<file path="config.mk">
export PLATFORM = sky130hd
export DESIGN_NAME = csr_access_sequencer
export DESIGN_NICKNAME = d
export VERILOG_FILES = /design/src/rtl/csr_access_sequencer.sv
export SDC_FILE = /design/constraint.sdc
export NUM_CORES = 1
export LEC_CHECK = 0
export BUFFER_PORTS_ARGS = -buffer_cell sky130_fd_sc_hd__buf_2
export CELL_PAD_IN_SITES_DETAIL_PLACEMENT = 1
export CELL_PAD_IN_SITES_GLOBAL_PLACEMENT = 1
export CORE_UTILIZATION = 35
export DETAILED_ROUTE_END_ITERATION = 10
export GPL_TIMING_DRIVEN = 0
export PLACE_DENSITY = 0.75
export SLEW_MARGIN = 0
export SYNTH_ARGS = -nofsm -noshare
export SYNTH_HDL_FRONTEND = slang
export SYNTH_SLANG_ARGS = --single-unit
</file>
<file path="constraint.sdc">
create_clock -name clk -period 2.4 [get_ports clk]
set_clock_uncertainty 0.1 [all_clocks]
set_input_delay 0.24 -clock clk [delete_from_list [all_inputs] [get_ports clk]]
set_output_delay 0.24 -clock clk [all_outputs]
set_load 0.05 [all_outputs]
</file>
<file path="src/rtl/csr_access_sequencer.sv">
// Sequences core/debug CSR accesses as read-check-modify-write over a single-ported CSR file.
// Define CSR_ARB_RR_EN for round-robin arbitration; default is fixed debug-over-core priority.
module csr_access_sequencer #(
    parameter int unsigned DW         = 32,
    parameter logic [11:0] DBG_CSR_LO = 12'h7B0,
    parameter logic [11:0] DBG_CSR_HI = 12'h7B3
) (
    input  logic          clk,
    input  logic          rst,
    input  logic          core_req_i,
    output logic          core_gnt_o,
    input  logic [11:0]   core_addr_i,
    input  logic [1:0]    core_op_i,
    input  logic [DW-1:0] core_wdata_i,
    input  logic [1:0]    core_priv_i,
    output logic          core_rvalid_o,
    output logic [DW-1:0] core_rdata_o,
    output logic          core_err_o,
    input  logic          dbg_req_i,
    output logic          dbg_gnt_o,
    input  logic [11:0]   dbg_addr_i,
    input  logic [1:0]    dbg_op_i,
    input  logic [DW-1:0] dbg_wdata_i,
    output logic          dbg_rvalid_o,
    output logic [DW-1:0] dbg_rdata_o,
    output logic          dbg_err_o,
    input  logic          debug_mode_i,
    output logic          csr_re_o,
    output logic          csr_we_o,
    output logic [11:0]   csr_addr_o,
    output logic [DW-1:0] csr_wdata_o,
    input  logic [DW-1:0] csr_rdata_i,
    input  logic          csr_illegal_i
);

    typedef enum logic [2:0] {IDLE, READ, EVAL, WRITE, RESP} state_e;
    typedef enum logic [1:0] {OP_READ = 2'b00, OP_WRITE = 2'b01, OP_SET = 2'b10, OP_CLEAR = 2'b11} op_e;

    state_e        state_q, state_d;
    logic          owner_q, owner_d;   // 1 = debug; doubles as last-granted owner
    logic [11:0]   addr_q, addr_d;
    op_e           op_q, op_d;
    logic [DW-1:0] wdata_q, wdata_d;
    logic [DW-1:0] old_q, old_d;
    logic          err_q, err_d;
    logic          re_q, re_d, we_q, we_d;
    logic [11:0]   caddr_q, caddr_d;
    logic [DW-1:0] cwdata_q, cwdata_d;
    logic          core_rvalid_q, dbg_rvalid_q, core_err_q, dbg_err_q;
    logic [DW-1:0] core_rdata_q, dbg_rdata_q;

    logic          grant, sel_dbg, pre_illegal, suppress, resp_core, resp_dbg;
    logic [11:0]   req_addr;
    op_e           req_op;
    logic [DW-1:0] req_wdata, new_val;
    logic [1:0]    req_priv;

    always_comb begin
`ifdef CSR_ARB_RR_EN
        sel_dbg = dbg_req_i && (!core_req_i || !owner_q);
`else
        sel_dbg = dbg_req_i;
`endif
        grant     = (state_q == IDLE) && (core_req_i || dbg_req_i);
        req_addr  = sel_dbg ? dbg_addr_i : core_addr_i;
        req_op    = sel_dbg ? op_e'(dbg_op_i) : op_e'(core_op_i);
        req_wdata = sel_dbg ? dbg_wdata_i : core_wdata_i;
        req_priv  = sel_dbg ? 2'b11 : core_priv_i;
        pre_illegal = (req_addr[9:8] > req_priv) ||
                      (!sel_dbg && !debug_mode_i &&
                       (req_addr >= DBG_CSR_LO) && (req_addr <= DBG_CSR_HI));

        unique case (op_q)
            OP_WRITE: new_val = wdata_q;
            OP_SET:   new_val = csr_rdata_i | wdata_q;
            OP_CLEAR: new_val = csr_rdata_i & ~wdata_q;
            default:  new_val = csr_rdata_i;
        endcase
        suppress = (op_q == OP_READ) ||
                   (((op_q == OP_SET) || (op_q == OP_CLEAR)) && (wdata_q == '0));
    end

    always_comb begin
        state_d  = state_q;
        owner_d  = owner_q;
        addr_d   = addr_q;
        op_d     = op_q;
        wdata_d  = wdata_q;
        old_d    = old_q;
        err_d    = err_q;
        re_d     = 1'b0;
        we_d     = 1'b0;
        caddr_d  = '0;
        cwdata_d = '0;
        unique case (state_q)
            IDLE: begin
                if (grant) begin
                    owner_d = sel_dbg;
                    addr_d  = req_addr;
                    op_d    = req_op;
                    wdata_d = req_wdata;
                    old_d   = '0;
                    err_d   = pre_illegal;
                    if (pre_illegal) begin
                        state_d = RESP;
                    end else begin
                        state_d = READ;
                        re_d    = 1'b1;
                        caddr_d = req_addr;
                    end
                end
            end
            READ: state_d = EVAL;
            EVAL: begin
                // Unimplemented address, or a real write to a read-only CSR, errors with zero data
                if (csr_illegal_i || (!suppress && (addr_q[11:10] == 2'b11))) begin
                    state_d = RESP;
                    err_d   = 1'b1;
                    old_d   = '0;
                end else begin
                    old_d = csr_rdata_i;
                    err_d = 1'b0;
                    if (suppress) begin
                        state_d = RESP;
                    end else begin
                        state_d  = WRITE;
                        we_d     = 1'b1;
                        caddr_d  = addr_q;
                        cwdata_d = new_val;
                    end
                end
            end
            WRITE:   state_d = RESP;
            RESP:    state_d = IDLE;
            default: state_d = IDLE;
        endcase
        resp_core = (state_d == RESP) && !owner_d;
        resp_dbg  = (state_d == RESP) && owner_d;
    end

    always_ff @(posedge clk) begin
        if (rst) begin
            state_q       <= IDLE;
            owner_q       <= 1'b1;
            addr_q        <= '0;
            op_q          <= OP_READ;
            wdata_q       <= '0;
            old_q         <= '0;
            err_q         <= 1'b0;
            re_q          <= 1'b0;
            we_q          <= 1'b0;
            caddr_q       <= '0;
            cwdata_q      <= '0;
            core_rvalid_q <= 1'b0;
            dbg_rvalid_q  <= 1'b0;
            core_err_q    <= 1'b0;
            dbg_err_q     <= 1'b0;
            core_rdata_q  <= '0;
            dbg_rdata_q   <= '0;
        end else begin
            state_q       <= state_d;
            owner_q       <= owner_d;
            addr_q        <= addr_d;
            op_q          <= op_d;
            wdata_q       <= wdata_d;
            old_q         <= old_d;
            err_q         <= err_d;
            re_q          <= re_d;
            we_q          <= we_d;
            caddr_q       <= caddr_d;
            cwdata_q      <= cwdata_d;
            core_rvalid_q <= resp_core;
            dbg_rvalid_q  <= resp_dbg;
            core_err_q    <= resp_core && err_d;
            dbg_err_q     <= resp_dbg && err_d;
            if (resp_core) core_rdata_q <= old_d;
            if (resp_dbg)  dbg_rdata_q  <= old_d;
        end
    end

    assign core_gnt_o    = grant && !sel_dbg;
    assign dbg_gnt_o     = grant && sel_dbg;
    assign core_rvalid_o = core_rvalid_q;
    assign core_rdata_o  = core_rdata_q;
    assign core_err_o    = core_err_q;
    assign dbg_rvalid_o  = dbg_rvalid_q;
    assign dbg_rdata_o   = dbg_rdata_q;
    assign dbg_err_o     = dbg_err_q;
    assign csr_re_o      = re_q;
    assign csr_we_o      = we_q;
    assign csr_addr_o    = caddr_q;
    assign csr_wdata_o   = cwdata_q;

endmodule

</file>
-- After elaboration in Yosys (flattened, before gate mapping)
Index checks and enable logic that the tools add are counted.
- register bits after elaboration: 197
- input bits: 132
- logic and storage cells: 87
- output and inout port bits: 116
- equal/unequal tests: 8
- bitwise gates (word level): 6
- mux-type cells: 25
- $lt $le $gt $ge: 3
- reduce and logical (&&, ||, !) cells: 28
- operators by type and width (operator ; number):
    32-bit two-way mux ; 3
    32-bit one-hot mux with 3 select lines ; 1
    32-bit one-hot mux with 2 select lines ; 1
    12-bit two-way mux ; 5
    32-bit AND ; 1
    32-bit logical NOT ; 1
    32-bit NOT ; 1
    32-bit bitwise OR ; 1
    12-bit one-hot mux with 2 select lines ; 1
    12-bit by 11-bit greater-or-equal comparator with 1-bit output, second input constant ; 1
    12-bit by 11-bit <= comparator with 1-bit output, second input constant ; 1
    1-bit logical AND ; 12
    3-bit two-way mux ; 4
    3-bit one-hot mux with 4 select lines ; 1
    2-bit == test, second input constant ; 3
    3-bit by 2-bit == test with 1-bit output, second input constant ; 2
    1-bit two-way mux ; 6
    3-bit OR reduction ; 2
    1-bit logical OR ; 5
    1-bit logical NOT ; 4
    2-bit two-way mux ; 2
    4-bit OR reduction ; 1
    3-bit by 1-bit == test with 1-bit output, second input constant ; 1
    3-bit == test, second input constant ; 1
    7 further kinds ; 9

-- Logic depth before layout (Yosys ltp)
- word-level depth: 12
- gate-level depth with buffers: 10

-- Worst setup path after synthesis
OpenSTA, ideal clock, no wires.
- path type: input to register
- start: input dbg_req_i
- end: register core_rdata_q[0], in the netlist core_rdata_o[0]
- path slack: -0.131 ns
- buffers on the path: 3
- setup time: 0.072 ns
- arrival: 2.360 ns
- cell stages on the path: 10
- cell sequence: buf_2 buf_1 nor2_1 ha_1 nor2b_1 o21ai_0 o311ai_4 nand4b_4 buf_6 mux2i_1
- word-level cells in the longest chain between the ends: 10
- elaborated cells between the ends (all ways): 22
- those cells by class: 3 x order compare; 1 x eq/ne; 9 x mux; 9 x reduce/logical
- ends and longest elaborated chain (item ; line ; RTL):
    from (decl) ; 19 ; input logic dbg_req_i,
    12-bit two-way mux / 1-bit logical NOT (equally long branches) ; 65, 70 ;
    12-bit by 11-bit greater-or-equal comparator with 1-bit output / 1-bit logical AND (equally long branches) ; 71, 70 ;
    1-bit logical AND ; 70 ; (!sel_dbg && !debug_mode_i &&
    1-bit logical AND ; 71 ; (req_addr >= DBG_CSR_LO) && (req_addr <= DBG_CSR_HI));
    1-bit logical OR ; 69 ; pre_illegal = (req_addr[9:8] > req_priv) ||
    3-bit two-way mux ; 104 ; if (pre_illegal) begin
    3-bit two-way mux ; 97 ; if (grant) begin
    3-bit one-hot mux with 4 select lines ; 95 ; unique case (state_q)
    3-bit == test ; 137 ; resp_core = (state_d == RESP) && !owner_d;
    1-bit logical AND ; 137 ;
    to (signal assigned) ; 176 ; if (resp_core) core_rdata_q <= old_d;
    to (decl) ; 50 ; logic [DW-1:0] core_rdata_q, dbg_rdata_q;
Several ways; a longest one is shown, not always the timed one.
A chain may end at the register's enable or synchronous reset.

-- Worst setup path in the final report
- start: register wdata_q[8]
- end: register core_err_q, in the netlist core_err_o
- word-level cells in the longest chain between the ends: 11
- elaborated cells between the ends (all ways): 14
- those cells by class: 1 x eq/ne; 5 x mux; 8 x reduce/logical
- ends and longest elaborated chain (item ; line ; RTL):
    from (decl) ; 43 ; logic [DW-1:0] wdata_q, wdata_d;
    from (signal assigned) ; 165 ; wdata_q <= wdata_d;
    32-bit logical NOT * ; 80 ; (((op_q == OP_SET) || (op_q == OP_CLEAR)) && (wdata_q == '0));
    1-bit logical AND * ; 80 ;
    1-bit logical OR * ; 79 ; suppress = (op_q == OP_READ) ||
    1-bit logical NOT ; 116 ; if (csr_illegal_i || (!suppress && (addr_q[11:10] == 2'b11))) begin
    1-bit logical AND ; 116 ;
    1-bit logical OR ; 116 ;
    3-bit two-way mux ; 116 ;
    3-bit one-hot mux with 4 select lines ; 95 ;
    3-bit == test ; 137 ;
    1-bit logical AND ; 137 ;
    1-bit logical AND * ; 174 ; core_err_q <= resp_core && err_d;
    to (signal assigned) ; 174 ;
    to (decl) ; 49 ; logic core_rvalid_q, dbg_rvalid_q, core_err_q, dbg_err_q;
Mark *: on every way between the ends. The rest lies on a longest branch, timed or not.

==> flow_summary.toml <==
[outcome]
status = "complete, but fails checks"
violations = "setup timing"

[floorplan]
fp.coreArea_um2 = 22800
die_w_um = 155
ioPinCount = 248
row_count = 55
die_area_um2 = 23900
start_util_pct = 35.8
die_height_um = 155

[clock_tree]
cts_sinks = 197
clockBufferDepth = 2
clk_pin_slew_ns = 0.08
cts_root_buffer = "clkbuf_16"
numCtsBuffers = 17
cts_tree = "done"
clock_latency_ns = 0.44
htree_levels = 4

[setup_path]
slowest_delay_ns = 0.53
r2r_start = "wdata_q[8]"
start_kind = "flip-flop"
arrival_ns = 2.80
cp.required_ns = 2.65
r2r_slack_ns = -0.15
crit_chain = "or4_4 -> or3_4 -> o211ai_1 -> o211ai_1 -> buf_4 -> or3_4 -> nor4_4"
end_kind = "flip-flop"
worstReg2RegEnd = "core_err_o"
critical_path_peak_fanout = 5
rr_worst_depth = 7
critPathSlowestCell = "or4_4"
critPathKind = "reg2reg"

[power]
power.switching_uw = 3910
vdd_ir_drop_max_v = 0.000455
swShare_pct = 36.9
sequentialPowerShare_pct = 37.7
intPower_uw = 6680
combinationalPowerShare_pct = 32.6
p_per_area_nw_per_um2 = 975
p_leak_uw = 0.00536
clkPwrFrac_pct = 29.8

[synth]
async_flop_share_pct = 0
synth_common_cells = "197 x dfxtp_1, 133 x nor2_1, 104 x mux2i_1"
ys_ff_latch = 197
synth_ff_type = "dfxtp_1"
synth-edff-count = 0
avgSynthCellArea_um2 = 9.52
yosysSeqAreaShare_pct = 48.3
syn_area_um2 = 8160
syn_nets = 991
yosys_warnings = 0
syn_inst = 857
synth_area_leaders = "dfxtp_1 48%, mux2i_1 13%, nor2_1 6.1%, nand2b_1 4.9%, a211oi_1 4.0%"
synth_top_area_share_pct = 48.3
yosys.area.top_type = "dfxtp_1"
synth_most_common_cell = "dfxtp_1"
netlist-cell-type-count = 48

[placement]
dpl.hpwl_um = 21100
gp_congestion = 0.830
placed_cell_area_um2 = 9790
port_buffers = 247

[routing]
via_per_inst = 5.04
routed_wl_um = 27900
final_antenna_net_count = 0
vias = 7411
drt_first_iter_violations = 333
drc = 0
first_pass_iters = 4
wl_per_cell_um = 18.9

[timing]
worst_pin_slew_ns = 0.813
rsz0062_at_grt = "yes"
fin_hold_ws_ns = 0.00853
worst_slack_ns = -0.149
slew_violations = 0
finalHoldViolations = 0
fin_setup_tns_ns = -5.84
fmax_mhz = 392
setup_viol = 68
post-route-min-period_ns = 2.55
fin_crit_sh_pct = 106
slew_headroom_pct = 45.8

[finish]
area_delta_synth_final_pct = 33.1
design_area_um2 = 10900
nets = 1277
drive_above_1_share_pct = 30.5

[min_path]
holdPathEnd = "old_q[24]"
min-delay-start = "csr_rdata_i[24]"
hold_path.class = "in2reg"
min_path_cells = 3

[global_routing]
antenna_found_initial = 3
grt_pass1_vias = 7717
grt_usage_pct = 23.6
grt_max_degree = 21
grt_pass1_wl_um = 43100
grt-ovfl-total = 0

[job]
drv_cap = 0
[final cells by class]
class,instances,area (um^2)
Antenna cell,2,5.00
Fill cell,2674,11900
Buffer,61,359
Timing Repair Buffer,269,1470
Tap cell,313,392
Inverter,67,251
Clock inverter,15,221
Multi-Input combinational cell,530,3790
Clock buffer,17,425
Sequential cell,197,3950
[worst max-delay path by stage]
stage | to | from | cells past startpoint | slack, ns
floorplan | core_rdata_o[0] | dbg_req_i | 9 | 0.09
global placement | addr_q[10] | state_q[2] | 7 | -0.50
detailed placement | wdata_q[25] | state_q[2] | 7 | -0.56
CTS | core_rdata_o[6] | wdata_q[8] | 7 | -0.1
global route | core_err_o | wdata_q[8] | 7 | -0.22
finish | core_err_o | wdata_q[8] | 7 | -0.15
[flip-flops by register name, indices dropped and copies added, names as in the netlist]
| signal | cells |
|---|---|
| core_rvalid_o | 1 |
| err_q | 1 |
| dbg_err_o | 1 |
| csr_wdata_o | 32 |
| csr_re_o | 1 |
| core_err_o | 1 |
| dbg_rdata_o | 32 |
| dbg_rvalid_o | 1 |
| csr_we_o | 1 |
| op_q | 2 |
| old_q | 32 |
| owner_q | 1 |
| state_q | 3 |
| core_rdata_o | 32 |
| csr_addr_o | 12 |
| addr_q | 12 |
| wdata_q | 32 |
[metal layers]
layer | share of wire [%] | routed length, um | GRT usage [%] | up-vias
met5 | 0 | 0 | 0 | -
met2 | 48 | 13400 | 40.1 | 195
met4 | 2.4 | 678 | 8.16 | 0
li1 | - | - | - | 3586
met1 | 44 | 12300 | 29.3 | 3587
met3 | 5.4 | 1510 | 5.18 | 43
[stage by stage]
stage / total power, uW / setup slack [ns] / instances / util (%)
after floorplan: 6290 / 0.0885 / 857 / -
after global placement: 7160 / -0.500 / 1417 / 43.0
after detailed placement: 7250 / -0.564 / 1417 / 43.0
after CTS: 10500 / -0.0971 / 1466 / 46.9
after global routing: 11100 / -0.223 / 1469 / 47.7
final: 10600 / -0.149 / 1471 / 47.7
[cells in the final DEF, fill, tap and decap left out, drive strengths merged, types with 2 or more instances in the layout]
| master | n |
|---|---|
| a211oi | 43 |
| a21oi | 7 |
| a221oi | 32 |
| a22oi | 34 |
| a2bb2oi | 10 |
| and2 | 2 |
| buf | 279 |
| bufinv | 3 |
| clkbuf | 59 |
| clkinv | 2 |
| dfxtp | 197 |
| diode | 2 |
| dlygate4sd3 | 9 |
| ha | 2 |
| inv | 76 |
| mux2i | 104 |
| nand2 | 8 |
| nand2b | 64 |
| nand3 | 3 |
| nand4b | 3 |
| nor2 | 133 |
| nor2b | 4 |
| nor3 | 7 |
| nor4 | 9 |
| o211ai | 3 |
| o21ai | 3 |
| o22ai | 34 |
| or2 | 4 |
| or3 | 6 |
| or4 | 2 |
[critical path, delay by kind of cell (launching register included)]
family                 cells  cell delay, ns
buffers and inverters      1            0.17
AO/OA/AOI/OAI              2            0.35
AND/OR/NAND/NOR            4            1.50
flip-flops                 1            0.35
[power groups by stage]
stage | Combinational [uW] | Clock [uW] | Sequential (uW)
2_1_floorplan | 2120 | 0 | 4170
3_3_place_gp | 3160 | 0 | 4010
3_5_place_dp | 3230 | 0 | 4020
4_1_cts | 3360 | 3210 | 3970
5_1_grt | 3730 | 3340 | 4040
6_report | 3450 | 3150 | 3990
[repair_timing]
action	CTS	global route
pin swaps	3	6
resized for setup	30	40
gates cloned	0	1
setup endpoints to repair	191	184
hold buffers	9	0
setup buffers	8	4
hold endpoints to repair	9	0
[kinds of logic (layout without fill, tap and decap cells)]
group / Yosys count / after routing / synth area share, %
compound gates: 175 / 175 / 16.2
fa+ha+maj: 2 / 2 / 0.307
buf+inv: 130 / 429 / 6.65
flops: 197 / 197 / 48.3
mux: 105 / 105 / 12.9
other cells: 0 / 2 / 0
simple gates: 248 / 248 / 15.6
(Power assumes the default switching activity.)
